--- config.mk ---
export PLATFORM = sky130hd
export DESIGN_NAME = serial_compare_ctrl
export DESIGN_NICKNAME = d
export VERILOG_FILES = /design/src/rtl/serial_compare_ctrl.sv
export SDC_FILE = /design/constraint.sdc
export NUM_CORES = 1
export LEC_CHECK = 0
export BUFFER_PORTS_ARGS = -buffer_cell sky130_fd_sc_hd__buf_2
export CORE_MARGIN = 10
export CORE_UTILIZATION = 55
export DETAILED_ROUTE_END_ITERATION = 10
export HOLD_SLACK_MARGIN = 0.02
export PLACE_DENSITY = 0.81
export REMOVE_ABC_BUFFERS = 1
export SLEW_MARGIN = 20
export SYNTH_ARGS = -nofsm -noshare
export SYNTH_HDL_FRONTEND = slang
export SYNTH_SLANG_ARGS = --single-unit
--- constraint.sdc ---
create_clock -name clk -period 4.45 [get_ports clk]
set_input_delay 0.445 -clock clk [delete_from_list [all_inputs] [get_ports clk]]
set_output_delay 0.445 -clock clk [all_outputs]
set_load 0.01 [all_outputs]
--- src/rtl/serial_compare_ctrl.sv ---
// Slice-serial unsigned magnitude comparator.
// Operands are captured on start and walked 3 bits per cycle, LSB slice
// first, through an eq/gt/lt cascade. The result appears a fixed NSLICE
// cycles after acceptance and is held until the consumer acknowledges it.
//
// state | meaning
// ------+-----------------------------------------------------------
// IDLE  | waiting for start; outputs quiet
// RUN   | one slice processed per cycle; slice_idx counts up
// DONE  | result presented on eq/gt/lt until ack
//
// WIDTH must be a multiple of 3 and at least 3.
module serial_compare_ctrl #(
  parameter  int WIDTH  = 24,
  localparam int NSLICE = WIDTH / 3,
  localparam int IDXW   = (NSLICE > 1) ? $clog2(NSLICE) : 1
) (
  input  logic             clk,
  input  logic             rst_n,
  input  logic             start,
  input  logic [WIDTH-1:0] a,
  input  logic [WIDTH-1:0] b,
  input  logic             abort,
  input  logic             ack,
  output logic             busy,
  output logic             result_valid,
  output logic             eq,
  output logic             gt,
  output logic             lt,
  output logic [IDXW-1:0]  slice_idx
);

  typedef enum logic [1:0] {
    IDLE = 2'd0,
    RUN  = 2'd1,
    DONE = 2'd2
  } state_t;

  state_t           state_q, state_d;
  logic [WIDTH-1:0] a_q, a_d;
  logic [WIDTH-1:0] b_q, b_d;
  logic [IDXW-1:0]  idx_q, idx_d;
  logic             ceq_q, ceq_d;
  logic             cgt_q, cgt_d;
  logic             clt_q, clt_d;

  logic [2:0] sa, sb;
  logic       last_slice;

  assign sa         = a_q[3*idx_q +: 3];
  assign sb         = b_q[3*idx_q +: 3];
  assign last_slice = (idx_q == IDXW'(NSLICE - 1));

  // State, captured operands, slice counter and cascade registers.
  always_ff @(posedge clk or negedge rst_n) begin
    if (!rst_n) begin
      state_q <= IDLE;
      a_q     <= '0;
      b_q     <= '0;
      idx_q   <= '0;
      ceq_q   <= 1'b0;
      cgt_q   <= 1'b0;
      clt_q   <= 1'b0;
    end else begin
      state_q <= state_d;
      a_q     <= a_d;
      b_q     <= b_d;
      idx_q   <= idx_d;
      ceq_q   <= ceq_d;
      cgt_q   <= cgt_d;
      clt_q   <= clt_d;
    end
  end

  // Next-state and datapath update: capture on accept, one slice per RUN cycle.
  always_comb begin
    state_d = state_q;
    a_d     = a_q;
    b_d     = b_q;
    idx_d   = idx_q;
    ceq_d   = ceq_q;
    cgt_d   = cgt_q;
    clt_d   = clt_q;

    unique case (state_q)
      IDLE: begin
        // start beats abort here; abort has no meaning outside RUN
        if (start) begin
          state_d = RUN;
          a_d     = a;
          b_d     = b;
          idx_d   = '0;
          ceq_d   = 1'b1;
          cgt_d   = 1'b0;
          clt_d   = 1'b0;
        end
      end

      RUN: begin
        if (abort) begin
          state_d = IDLE;
          idx_d   = '0;
          ceq_d   = 1'b0;
          cgt_d   = 1'b0;
          clt_d   = 1'b0;
        end else begin
          // a higher slice that differs overrides whatever lower slices decided
          ceq_d = (sa == sb) & ceq_q;
          cgt_d = (sa > sb) | ((sa == sb) & cgt_q);
          clt_d = (sa < sb) | ((sa == sb) & clt_q);
          if (last_slice) begin
            state_d = DONE;
            idx_d   = '0;
          end else begin
            idx_d   = idx_q + IDXW'(1);
          end
        end
      end

      DONE: begin
        if (ack) begin
          if (start) begin
            // back-to-back: straight into the next compare, no idle bubble
            state_d = RUN;
            a_d     = a;
            b_d     = b;
            idx_d   = '0;
            ceq_d   = 1'b1;
            cgt_d   = 1'b0;
            clt_d   = 1'b0;
          end else begin
            state_d = IDLE;
            ceq_d   = 1'b0;
            cgt_d   = 1'b0;
            clt_d   = 1'b0;
          end
        end
      end

      default: begin
        state_d = IDLE;
      end
    endcase
  end

  // Outputs decoded from state; result bits are forced low outside DONE.
  always_comb begin
    busy         = (state_q == RUN);
    result_valid = (state_q == DONE);
    eq           = result_valid & ceq_q;
    gt           = result_valid & cgt_q;
    lt           = result_valid & clt_q;
    slice_idx    = busy ? idx_q : '0;
  end

endmodule

# After elaboration in Yosys (flattened, before gate mapping)
# Cells that the tools add are included.
[totals]
ff_bits = 56
in_bits = 53
[classes]
n_bitwise = 8
n_eq_ne = 7
n_mux = 29
n_shift = 2
n_reduce_logical = 7
order_cmp = 2
addsub = 1
mul = 1
[ops]
columns = ["operator", "n"]
rows = [
  ["24-bit two-way mux", 4],
  ["24-bit case mux with 2 select lines", 2],
  ["24-bit by 6-bit variable part select with 3-bit output", 2],
  ["3-bit two-way mux", 5],
  ["1-bit two-way mux", 9],
  ["1-bit case mux with 3 select lines", 3],
  ["3-bit case mux with 3 select lines", 1],
  ["2-bit two-way mux", 4],
  ["1-bit bitwise AND", 6],
  ["2-bit case mux with 3 select lines", 1],
  ["3-bit AND reduction", 2],
  ["2-bit by 3-bit multiplier with 5-bit output, first input constant", 1],
  ["2-bit != test, second input constant", 2],
  ["2-bit AND reduction", 2],
  ["3-bit by 1-bit adder with 3-bit output, second input constant", 1],
  ["3-bit == test", 1],
  ["3-bit == test, second input constant", 1],
  ["3-bit greater-than comparator", 1],
  ["3-bit < comparator", 1],
  ["3-bit by 2-bit != test with 1-bit output, second input constant", 1],
  ["3-bit nonzero test", 1],
  ["2-bit by 1-bit == test with 1-bit output, second input constant", 1],
  ["2-bit == test, second input constant", 1],
  ["2-bit logical NOT", 1],
  ["other kinds (2)", 3],
]

# Depth between registers and ports, before layout
# Gate-level depths: netlist (run 1).
[logic_depth]
depth_word = 7
ltp_mapped = 9
ltp_nobuf = 7

# Worst setup path after synthesis (run 1)
# Ideal clock, no wire load.
[synth_timing]
path_type = "reg2reg"
startpoint = "register idx_q[0]"
endpoint = "register ceq_q"
arrival_ns = 2.146
path_stages_with_launch = 9
synth_period_minus_slack_ns = 2.212
path_buffers = 2
setup_slack_ns = 2.238
t_required_ns = 4.384
setup_time_ns = 0.066
path_cell_list = "dfrtp_1 buf_6 buf_6 mux4_2 mux2_2 ha_1 nand3_1 o21ai_0 a22o_1"
[synth_via]
elab_chain_cells = 6
elab_cells_between_ends = 7
cone_classes = "mul (1); eq/ne (1); shift (2); mux (2); bitwise (1)"
[synth_rtl]
columns = ["element", "line_no", "source"]
rows = [
  ["start: declaration", "42", "logic [IDXW-1:0] idx_q, idx_d;"],
  ["start signal: assignment", "68", "idx_q <= idx_d;"],
  ["2-bit by 3-bit multiplier with 5-bit output (*)", "50, 51", ""],
  ["24-bit by 6-bit variable part select with 3-bit output, on equally long branches", "50, 51", ""],
  ["3-bit == test (*)", "108", "ceq_d = (sa == sb) & ceq_q;"],
  ["1-bit bitwise AND (*)", "108", ""],
  ["1-bit two-way mux (*)", "100", "if (abort) begin"],
  ["1-bit case mux with 3 select lines (*)", "85", "unique case (state_q)"],
  ["end signal: assignment", "69", "ceq_q <= ceq_d;"],
  ["end: declaration", "43", "logic ceq_q, ceq_d;"],
]
# Mark *: on every way between the ends. The rest lies on a longest branch, timed or not.
# A chain may end at the register's enable or synchronous reset.

# Worst setup path in the final report (run 1)
# Ends and elaborated chain as after synthesis.

==> flow_metrics.py, run 1 <==
metrics = {
    "power_and_ir_drop": {
        "power.leakage_nw": 1.55,
        "power.total_mw": 2.15,
        "p_per_area_nw_per_um2": 658,
        "max-vdd-ir-drop_v": 0.000338,
    },
    "drt": {
        "routedWlPerCell_um": 18.2,
        "ant_nets": 0,
        "drt-total-wl_um": 5660,
        "drc": 0,
        "viasPerCell": 5.40,
        "drt-pass1-iter-count": 4,
        "num_vias": 1678,
        "first_iter_violations": 61,
    },
    "synthesis": {
        "synth_cell_types": 27,
        "syn_area_sq_um": 2810,
        "synth_common_cells": "56 x dfrtp_1, 33 x mux2_2, 20 x mux2_4, 12 x mux4_2, 9 x ha_1",
        "synth-seq-area-share_pct": 49.8,
        "syn_inst": 183,
        "synth_edf_count": 0,
        "synth_warnings": 0,
        "synthTopCellsByArea": "dfrtp_1 50%, mux2_2 13%, mux2_4 11%",
        "synth-async-reset-ratio_pct": 100,
        "synth_top_family_by_area": "multiplexers",
        "yosysMostFrequentCell": "dfrtp_1",
        "synth_seq_cells": 56,
        "yosys_most_used_dff": "dfrtp_1",
        "synth_adder_area_share_pct": 4.00,
        "muxShareOfSynthArea_pct": 35.3,
        "synth_compound_area_share_pct": 3.96,
        "synth_xor_area_share_pct": 0,
        "yosys.area_share.simple_pct": 3.87,
        "synth_top_area_cell": "dfrtp_1",
        "synth_top_cell_area_share_pct": 49.8,
        "syn_avg_cell_area_sq_um": 15.4,
    },
    "layout": {
        "antenna_cells": 0,
        "fin_cells": 311,
        "fillers": 350,
        "postLayoutCoreUtil_pct": 67.4,
        "seq_area_sq_um": 1400,
        "multi_input_comb_area_sq_um": 1330,
        "syn2layout_area_growth_pct": 16.1,
        "num-nets-final": 305,
        "layout-drive-gt1-share_pct": 56.6,
    },
    "global_route": {
        "grt_overflow_total": 0,
        "grt.total_usage_pct": 14.3,
        "grt_pass1_wl_um": 9790,
        "grt_max_degree": 57,
        "grt_pass1_vias": 1930,
        "antenna_found_initial": 0,
    },
    "timing": {
        "period_needed_ps": 2820,
        "grt_setup_unrepaired": "false",
        "worst_pin_slew_ps": 818,
        "fin_skew_ps": 5.07,
        "max_freq_ghz": 0.355,
        "setup_violations": 0,
        "drv_slew": 0,
        "post-route-period-util_pct": 63.3,
        "relSlewSlack_pct": 45.5,
        "hold_viol": 0,
        "tns_ps": 0,
    },
    "placed_design": {
        "dp_hpwl_um": 4260,
        "gp_congestion": 0.823,
        "dp.cells": 303,
        "portBuffers": 60,
    },
    "run": {
        "drv_cap": 0,
    },
    "die": {
        "start_util_pct": 58.0,
        "fp.dieW_um": 91.5,
        "ioPinCount": 61,
        "rows": 25,
        "dieArea_sq_um": 8380,
        "core_sq_um": 4850,
        "die_h_um": 91.5,
    },
    "cts": {
        "clk_latency_ps": 310,
        "clockRootBuffer": "clkbuf_8",
        "htree_levels": 2,
        "clock-sinks": 56,
        "cts_tree": "built",
        "cts_buffers": 5,
        "clk_path_buf_depth": 2,
        "cts_resized": 0,
        "postCtsSetupRepairBufs": 0,
        "path_clk_slew_ps": 100,
        "cts_hold_buffers": 0,
    },
    "min_path": {
        "min_path_type": "input pin to asynchronous set/reset pin",
    },
    "worst_setup_path": {
        "crit_type": "register to register",
        "crit_fanout": 16,
        "startpoint_type": "register",
        "worst_setup_path_end_kind": "register",
        "cp.arrival_ps": 3070,
        "required_ps": 4700,
    },
    "outcome": {
        "status": "completed",
    },
}
## cells in the final DEF (no fill, tap or decap)
master,netlist,routed
mux2_2,33,33
mux4_2,12,12
nor3_1,1,1
mux2_4,20,20
o31ai_1,2,2
nor2b_2,1,1
nor2b_1,1,1
a22o_1,2,2
nand2_2,0,1
bufinv_16,0,1
o21ai_0,5,5
buf_4,0,2
mux2_1,1,1
inv_1,3,3
buf_2,3,60
mux2i_1,4,4
and3_1,1,1
clkbuf_8,0,7
nand2_1,7,6
a32o_1,1,1
nor2_1,2,2
dfrtp_1,56,56
and2_1,6,6
o2bb2ai_1,1,1
a211oi_4,1,1
nand2b_1,1,1
nand3_1,1,1
a21oi_1,3,3
ha_1,9,9
## metrics by stage
stage	setup WS [ps]	area [sq um]	hold slack (ps)
2_1_floorplan	1480	2740	149
3_3_place_gp	1680	3140	483
3_5_place_dp	1640	3140	492
4_1_cts	1590	3270	281
5_1_grt	1400	3270	312
6_report	1630	3270	257
## state kept, by name, summed over array words and instances (netlist names)
signal / flops
a_q: 24
b_q: 24
idx_q: 3
state_q: 2
ceq_q: 1
cgt_q: 1
clt_q: 1
## layer usage
| layer | up-vias | GRT usage, % | part of all wire [%] |
|---|---|---|---|
| li1 | 792 | - | - |
| met1 | 842 | 17.2 | 43 |
| met2 | 35 | 24.0 | 51 |
| met3 | 9 | 4.53 | 4.9 |
| met4 | 0 | 3.92 | 1.3 |
| met5 | - | 0 | 0 |
## area by class of cell
class                           count  area share [%]
Sequential cell                    56            42.9
Multi-Input combinational cell    115            40.7
Timing Repair Buffer               62            9.65
Clock buffer                        7            2.95
Tap cell                           67            2.57
Clock inverter                      1           0.919
Inverter                            3           0.345
## path summary, 6_finish.rpt
path	start	endpoint	slack, ps	cells past startpoint
worst max-delay path	idx_q[0]	ceq_q	1630	6
min in group clk	b[16]	b_q[16]	360	2
worst max register to register	idx_q[0]	ceq_q	1630	6
max in group asynchronous	rst_n	b_q[5]	3740	2
worst min-delay path	rst_n	a_q[1]	260	2
worst min register to register	b_q[7]	b_q[7]	510	1
## worst max-delay path, stage by stage (launching register included)
cell	delay, ps
dfrtp_1	890
mux4_2	580
mux2_2	290
ha_1	330
nand3_1	110
o21ai_0	350
a22o_1	210
## power breakdown
part / internal (mW) / leakage [nW] / switching (mW)
clock network: 0.199 / 0.0645 / 0.160
logic: 0.553 / 0.817 / 0.302
registers: 0.752 / 0.667 / 0.182
total: 1.50 / 1.55 / 0.645
## cell families after synthesis
family | Yosys count
mux | 70
flops | 56
simple gates | 21
compound gates | 15
buf+inv | 12
fa+ha+maj | 9
Power figures use the tool's default switching activity.
==> inputs of run 2 (changes only) <==
- CORE_UTILIZATION: 55 -> 49
- PLACE_DENSITY: 0.81 -> 0.76
- clock period: 4.45 -> 2.55 ns (I/O delays scaled with it)
==> flow_metrics.py, run 2 (synthesis results as in run 1) <==
metrics = {
    "outcome": {
        "status": "completed",
    },
    "worst_setup_path": {
        "required_ps": 2750,
        "cp.arrival_ps": 2580,
        "worst_setup_path_end_kind": "register",
        "crit_type": "register to register",
        "startpoint_type": "register",
        "crit_fanout": 4,
    },
    "global_route": {
        "grt_pass1_wl_um": 9320,
        "grt_max_degree": 49,
        "grt.total_usage_pct": 12.8,
        "grt_pass1_vias": 1880,
        "grt_overflow_total": 0,
        "antenna_found_initial": 0,
    },
    "cts": {
        "clk_path_buf_depth": 2,
        "clk_latency_ps": 310,
        "cts_buffers": 5,
        "htree_levels": 2,
        "clockRootBuffer": "clkbuf_8",
        "cts_tree": "built",
        "clock-sinks": 56,
        "path_clk_slew_ps": 100,
    },
    "placed_design": {
        "gp_congestion": 0.836,
        "dp_hpwl_um": 4430,
        "placed_area_sq_um": 3200,
        "portBuffers": 60,
    },
    "die": {
        "start_util_pct": 50.8,
        "core_sq_um": 5540,
        "die_h_um": 95.8,
        "ioPinCount": 61,
        "rows": 27,
        "dieArea_sq_um": 9170,
        "fp.dieW_um": 95.8,
    },
    "layout": {
        "mostFrequentLayoutCells": "60 x buf_2, 56 x dfrtp_1, 33 x mux2_2",
        "reg.largest.list": "a_q (24), b_q (24), idx_q (3)",
        "final_common_cell": "buf_2",
        "stdcell_area_sq_um": 3300,
        "syn2layout_area_growth_pct": 17.3,
        "num-nets-final": 311,
        "antenna_cells": 0,
        "layout-drive-gt1-share_pct": 56.8,
        "postLayoutCoreUtil_pct": 59.6,
    },
    "timing": {
        "max_freq_ghz": 0.420,
        "hold_slack_ps": 171,
        "post-route-period-util_pct": 93.4,
        "setup_violations": 0,
        "grt_setup_unrepaired": "false",
        "drv_slew": 0,
        "period_needed_ps": 2380,
        "relSlewSlack_pct": 54.7,
        "worst_pin_slew_ps": 680,
        "tns_ps": 0,
        "hold_viol": 0,
        "fin_skew_ps": 8.35,
    },
    "drt": {
        "drt-total-wl_um": 5730,
        "ant_nets": 0,
        "drt-pass1-iter-count": 4,
        "num_vias": 1735,
        "routedWlPerCell_um": 17.8,
        "drc": 0,
        "first_iter_violations": 34,
        "viasPerCell": 5.39,
    },
    "power_and_ir_drop": {
        "internal_power_mw": 2.54,
        "pwr-share-comb_pct": 43.1,
        "max-vdd-ir-drop_v": 0.000574,
        "switchingPower_mw": 1.15,
        "power.total_mw": 3.68,
        "p_per_area_nw_per_um2": 1120,
        "seq_power_share_pct": 43.3,
        "p_clk_share_pct": 13.7,
        "power.leakage_nw": 1.56,
        "switching_share_pct": 31.1,
    },
    "run": {
        "drv_cap": 0,
    },
    "min_path": {
        "min_path_type": "input pin to register",
    },
}
[run 2: changes by cell type in the layout (fill, tap and decap cells not counted), sizes merged]
cell         before  now
buf              62   67
bufinv            1    0
dlygate4sd3       0    1
clkinvlp          0    1
[run 2: layout make-up]
cell class,instances,area [sq um]
Fill cell,458,2240
Sequential cell,56,1400
Multi-Input combinational cell,115,1330
Timing Repair Buffer,68,375
Tap cell,72,90.1
Clock buffer,7,86.3
Inverter,3,11.3
Clock inverter,1,7.51
[run 2: power groups by stage]
stage,clock network (mW),logic [mW],registers (mW)
final,0.503,1.59,1.59
after global routing,0.542,1.74,1.64
after CTS,0.510,1.60,1.60
after detailed placement,0,1.59,1.61
after global placement,0,1.53,1.60
after floorplan,0,1.26,1.52
[run 2: through the flow]
stage,worst slack [ps],std cells
2_1_floorplan,-416,174
3_3_place_gp,246,313
3_5_place_dp,149,313
4_1_cts,101,322
5_1_grt,10.0,322
6_report,169,322
[run 2: what timing repair did]
| action | CTS | global route |
|---|---|---|
| hold buffers | 1 | 0 |
| gates resized for setup | 0 | 1 |
| endpoints found under the setup margin | 0 | 3 |
| setup buffers | 0 | 0 |
| endpoints found under the hold margin | 29 | 0 |
[run 2: worst max-delay path: stages (launching register included)]
cell and delay, ps:
dfrtp_1 450, buf_4 190, mux4_2 500, mux2_2 290, ha_1 320, nand2_1 80, o21ai_0 90, and3_1 190
a22o_1 170
[run 2: per-layer routing]
| metal | global-route usage [%] | wire length, um | up-vias |
|---|---|---|---|
| met5 | 0 | 0 | - |
| met4 | 2.58 | 27 | 0 |
| met3 | 4.36 | 442 | 4 |
| met2 | 18.9 | 2620 | 63 |
| met1 | 18.0 | 2640 | 862 |
| li1 | - | - | 806 |
[run 2: final timing paths]
path | slack [ps] | end | start | cells after the start
hold reg to reg | 510 | ceq_q | ceq_q | 1
setup / recovery | 170 | cgt_q | idx_q[0] | 8
max in group asynchronous | 1380 | a_q[14] | rst_n | 3
min in group asynchronous | 510 | b_q[8] | rst_n | 2
hold / removal | 170 | b_q[8] | b[8] | 2
setup reg to reg | 170 | cgt_q | idx_q[0] | 8
